==> config.mk <==
export PLATFORM = sky130hd
export DESIGN_NAME = uart_rx_fifo
export DESIGN_NICKNAME = d
export VERILOG_FILES = /design/src/rtl/uart_rx_fifo.sv
export SDC_FILE = /design/constraint.sdc
export NUM_CORES = 1
export LEC_CHECK = 0
export CORE_MARGIN = 1.5
export CORE_UTILIZATION = 51
export DETAILED_ROUTE_END_ITERATION = 7
export DONT_BUFFER_PORTS = 1
export GPL_ROUTABILITY_DRIVEN = 0
export HOLD_SLACK_MARGIN = 0.06
export PLACE_DENSITY = 0.66
export REMOVE_ABC_BUFFERS = 1
export SLEW_MARGIN = 20
export SYNTH_ARGS = -nofsm -noshare
export SYNTH_HDL_FRONTEND = slang
export SYNTH_SLANG_ARGS = --single-unit
==> constraint.sdc <==
create_clock -name CLK -period 2.9 [get_ports CLK]
set_input_delay 0.145 -clock CLK [delete_from_list [all_inputs] [get_ports CLK]]
set_output_delay 0.145 -clock CLK [all_outputs]
set_load 0.02 [all_outputs]
==> src/rtl/uart_rx_fifo.sv <==
// rtl/uart_rx_fifo.sv - receive byte FIFO with first-word-fall-through read port and sticky overrun flag
module uart_rx_fifo #(
    parameter int DATA_BITS = 8,
    parameter int DEPTH     = 16,
    parameter int ADDR_W    = $clog2(DEPTH)
) (
    input  logic                 CLK,
    input  logic                 RST,
    input  logic [DATA_BITS-1:0] WR_DI,
    input  logic                 WR_DRDY,
    output logic [DATA_BITS-1:0] RD_DO,
    output logic                 RD_VALID,
    input  logic                 RD_READY,
    output logic [ADDR_W:0]      COUNT,
    output logic                 FULL,
    output logic                 EMPTY,
    output logic                 OVERFLOW,
    input  logic                 OVF_CLR
);

    localparam logic [ADDR_W:0] DEPTH_C = (ADDR_W + 1)'(DEPTH);

    logic [DATA_BITS-1:0] mem [DEPTH];
    logic [ADDR_W-1:0]    wr_ptr;
    logic [ADDR_W-1:0]    rd_ptr;
    logic                 push;
    logic                 pop;
    logic                 drop;

    assign FULL     = (COUNT == DEPTH_C);
    assign EMPTY    = (COUNT == '0);
    assign RD_VALID = !EMPTY;
    assign RD_DO    = RD_VALID ? mem[rd_ptr] : '0;

    // A pop in the same cycle frees the slot, so a full FIFO can still accept a byte.
    assign pop  = RD_VALID && RD_READY;
    assign push = WR_DRDY && (!FULL || pop);
    assign drop = WR_DRDY && FULL && !pop;

    always_ff @(posedge CLK) begin
        if (push && !RST) begin
            mem[wr_ptr] <= WR_DI;
        end
    end

    always_ff @(posedge CLK) begin
        if (RST) begin
            wr_ptr   <= '0;
            rd_ptr   <= '0;
            COUNT    <= '0;
            OVERFLOW <= 1'b0;
        end else begin
            if (push) begin
                wr_ptr <= wr_ptr + ADDR_W'(1);
            end
            if (pop) begin
                rd_ptr <= rd_ptr + ADDR_W'(1);
            end
            if (push && !pop) begin
                COUNT <= COUNT + (ADDR_W + 1)'(1);
            end else if (pop && !push) begin
                COUNT <= COUNT - (ADDR_W + 1)'(1);
            end
            // Set wins over clear so a drop is never hidden by a concurrent clear.
            if (drop) begin
                OVERFLOW <= 1'b1;
            end else if (OVF_CLR) begin
                OVERFLOW <= 1'b0;
            end
        end
    end

endmodule

* Word level (Yosys, flattened, before mapping) *
Memories as Yosys holds them, arrays and structs flattened. A register that Yosys moved wholly into a read port is not among the register bits.
Index checks and enable logic that the tools add are counted.

storage, ports and cells
  bits in registers = 14
  memory bits (writable) = 128
  output and inout bits = 17
  memories kept = 1

operators by class
  $add $sub $neg = 4
  equality and inequality tests = 1
  mux-type cells = 9
  reductions and logical operators = 16

memory list
  name  words  width  read ports  clocked after Yosys merged registers in  write ports  line  source
  mem   16     8      1           1                                        1            23    logic [DATA_BITS-1:0] mem [DEPTH];

operator list
  operator                                                            number
  5-bit 2-to-1 mux                                                    2
  4-bit by 1-bit adder with 4-bit output, second input constant       2
  4-bit 2-to-1 mux                                                    2
  8-bit 2-to-1 mux                                                    1
  1-bit logical AND                                                   7
  5-bit by 1-bit adder with 5-bit output, second input constant       1
  5-bit == test, second input constant                                1
  1-bit zero test                                                     5
  5-bit zero test                                                     1
  5-bit by 1-bit subtractor with 5-bit output, second input constant  1
  1-bit 2-to-1 mux                                                    4
  2-bit nonzero test                                                  2
  1-bit logical OR                                                    1

* Depth between registers and ports, before layout *
  depth after elaboration = 9
  gate-level depth with buffers = 11
  gate-level depth less buffers = 10

* Worst setup path after synthesis *
Ideal clock, no wire load.

  path kind = register to register
  start point = register COUNT[0]
  end point = register COUNT[4]
  library setup time = 0.121 ns
  data arrival time = 2.846 ns
  setup slack = -0.067 ns
  cell stages (with the launch flop) = 12
  buffers on the path = 1
  clock period less this slack = 2.967 ns
  cell sequence = dfxtp_1 -> or4_4 -> buf_6 -> o31ai_4 -> inv_4 -> ha_1 -> inv_1 -> ha_1 -> a21oi_1 -> a211oi_1 -> a31oi_1 -> mux2_2

on the way
  longest elaborated chain between the ends = 8
  elaborated cells on any way between the ends = 16
  those cells by class = add/sub (2); eq/ne (1); mux (2); reduce/logical (11)

RTL lines
  what                                                                                 line  source
  start: declaration                                                                   14    output logic [ADDR_W:0] COUNT,
  start signal: assignment                                                             60    COUNT <= COUNT + (ADDR_W + 1)'(1);
  start signal: assignment                                                             62    COUNT <= COUNT - (ADDR_W + 1)'(1);
  branches (longest 8 deep; another with 5-bit by 1-bit subtractor with 5-bit output)  -

Several ways; the timed one is not identified. The select of a mux whose other input is x is not followed.
A chain may end at the register's enable or synchronous reset.

* Final worst setup path *
  start point = register COUNT[3]
  end point = register COUNT[3]

Same word-level chain as after synthesis.

==> out/qor.txt <==
I/O pin cnt - 30
Post-synthesis cell type count - 39
Pwr Total - 6.05 mW
Delay-heaviest family, CP - simple AND/OR/NAND/NOR gates
Normalized max-slew margin - 0.402
Worst slack at placement - 79.6 ps
Pleak - 2.30 nW
Fin. Hold Viols - 0
Worst setup EP type - flip-flop
Final Cell Area - 6990 sq um
Tmin final - 2720 ps
CP bufs+invs - 2
# clock sinks - 146
Critical path type - reg2reg
Top cell type's share of synthesized area - 0.652
HP Class - in2reg
Largest vdd supply drop - 545 uV
Global Route Usage Sum - 0.197
Util after Layout - 0.617
Syn_area_per_cell - 18.1 sq um
Yosys warns - 0
Slowest stage delay, CP - 600 ps
Slowest library cell on the worst path - or4_4
Outcome - complete, no violations
Arrival time at the worst endpoint - 3020 ps
Clk_lat worst skew - 420 ps
DIE HEIGHT - 111 um
Cells after synthesis - 325
CP most frequent cell - ha_1
Main synth FF type - edfxtp_1
Most common cell in the netlist - edfxtp_1
Initial Util - 0.521
# port buffers - 0
Synth top area cells - edfxtp_1, mux4_2, dfxtp_1, a211oi_1, ha_1
Setup Buffers After CTS - 0
Fmax - 0.368 GHz
Final setup violation count - 0
Endpoint required time on the critical path - 3200 ps
Post-DP HPWL - 6890 um
Initial antenna violation count - 0
Layout net count - 391
Total wire length - 10,800 um
Inserted Clock Buffers - 17
Post-DP Area - 6220 sq um
Post-synth ARST share - 0
Drt first pass iters - 4
Crit start category - flip-flop
EDFF count, synth - 128
Max-slew violations - 0
Worst-margin pin slew - 894 ps
Largest area contributor in the netlist - edfxtp_1
Flops & latches, synth - 146
Layout Cells excl Fill - 524
Synth Cell Area - 5890 sq um
# DRC - 0
Post-synth top cells - edfxtp_1, mux4_2, nor2_1, dfxtp_1, a211oi_1
DR WL/cell - 20.6 um
Diodes inserted - 0
RSZ-0062 raised after global routing - yes
Post-route ant nets - 0
Core region area - 11,300 sq um
Area growth syn-to-layout - 18.5%
Tcrit/Tclk final - 0.938
Setup TNS - 0 ps
Initial DRC count - 203
Number of max-cap violations - 0
CTS max path bufs - 2
Die width - 111 um
Row Count - 39
Final setup margin - 181 ps
Vias in the first global route - 3,213
Fillers - 815
Pin count of the biggest net entering global routing - 19
Crit-path cells - or4_4 > o31ai_4 > inv_4 > ha_1 > inv_2 > ha_1 > a21o_1 > a21oi_1 > nor4_1 > or3_1
Vias after detailed routing - 2,961
Register area share after synthesis - 0.713
Clk root buf - clkbuf_16
H-tree depth - 4
Die Area - 12,200 sq um
Clock Skews - 5.93 ps
Worst-path clk slew - 60 ps
Via density - 5.65
Worst Hold Margin - 91.3 ps
Total global routing overflow - 0
Critical-path maximum fanout - 8
First-pass GRT wire length - 17,600 um
Fraction of layout cells with a size suffix above 1 - 0.278
Placed Cells - 480
P per Cell Area - 866 nW/um^2
CTS tree - built
[cells by family after synthesis]
| family | count (synthesis) | share of synthesized area |
|---|---|---|
| AO/OA/AOI/OAI | 32 | 0.0405 |
| AND/OR/NAND/NOR | 63 | 0.0539 |
| buffers and inverters | 25 | 0.0197 |
| XOR/XNOR | 6 | 0.00892 |
| multiplexers | 43 | 0.141 |
| flip-flops | 146 | 0.713 |
| adder cells (fa/ha/maj) | 10 | 0.0225 |
[worst reg2reg max path, cell delays in order (launching register included)]
cell and delay, ps:
dfxtp_1 310, or4_4 600, o31ai_4 250, inv_4 90
ha_1 210, inv_2 110, ha_1 240, a21o_1 170
a21oi_1 180, nor4_1 60, or3_1 380
[registers in the layout (all words and copies together), names as in the netlist, named ones only]
signal	cells
mem	128
COUNT	5
wr_ptr	4
rd_ptr	4
OVERFLOW	1
[power by group]
group          internal (mW)  switching (mW)  total [mW]
Sequential              2.36           0.152        2.52
Clock                   1.39           0.826        2.21
Combinational          0.633           0.688        1.32
Total                   4.38            1.67        6.05
[layer usage]
metal / GRT usage / part of all wire
met2: 0.308 / 0.50
met3: 0.0626 / 0.056
met5: 0 / 0
met1: 0.269 / 0.44
met4: 0.0581 / 0.0058
[layout by cell type (no fill, tap or decap), drive strengths merged, types with 2 or more instances in the layout]
cell type and count:
a211oi 17, a21oi 7, buf 31, clkbuf 24, clkinv 6, dfxtp 18
dlygate4sd3 12, edfxtp 128, ha 9, inv 8, mux2i 10, mux4 32
nand2 4, nand2b 4, nand3 2, nand3b 3, nor2 27, nor2b 9
nor3 7, nor4 2, o211ai 2, o21ai 2, or3 2, xnor2 2
xor2 4
[path summary, 6_finish.rpt]
kind | startpoint | end | slack (ps) | cells after the start
hold reg to reg | wr_ptr[1]$_SDFFE_PP0N_ | wr_ptr[1]$_SDFFE_PP0N_ | 520 | 2
setup / recovery | COUNT[3]$_SDFFE_PP0P_ | COUNT[3]$_SDFFE_PP0P_ | 180 | 10
hold / removal | RST | wr_ptr[2]$_SDFFE_PP0N_ | 90 | 3
setup reg to reg | COUNT[3]$_SDFFE_PP0P_ | COUNT[3]$_SDFFE_PP0P_ | 180 | 10
[cell type report]
cell class	instances	area, sq um	area share
sequential	146	4210	0.602
multi-input combinational	154	1590	0.228
clock buffer	24	572	0.0818
timing repair buffer	43	353	0.0505
tap	143	179	0.0256
clock inverter	8	56.3	0.00806
inverter	6	25.0	0.00358
[repair_timing]
item	in CTS	in global routing
gates resized for setup	0	3
hold endpoints to repair	146	0
endpoints found under the setup margin	0	4
hold buffers	12	0
(Power assumes the default switching activity.)
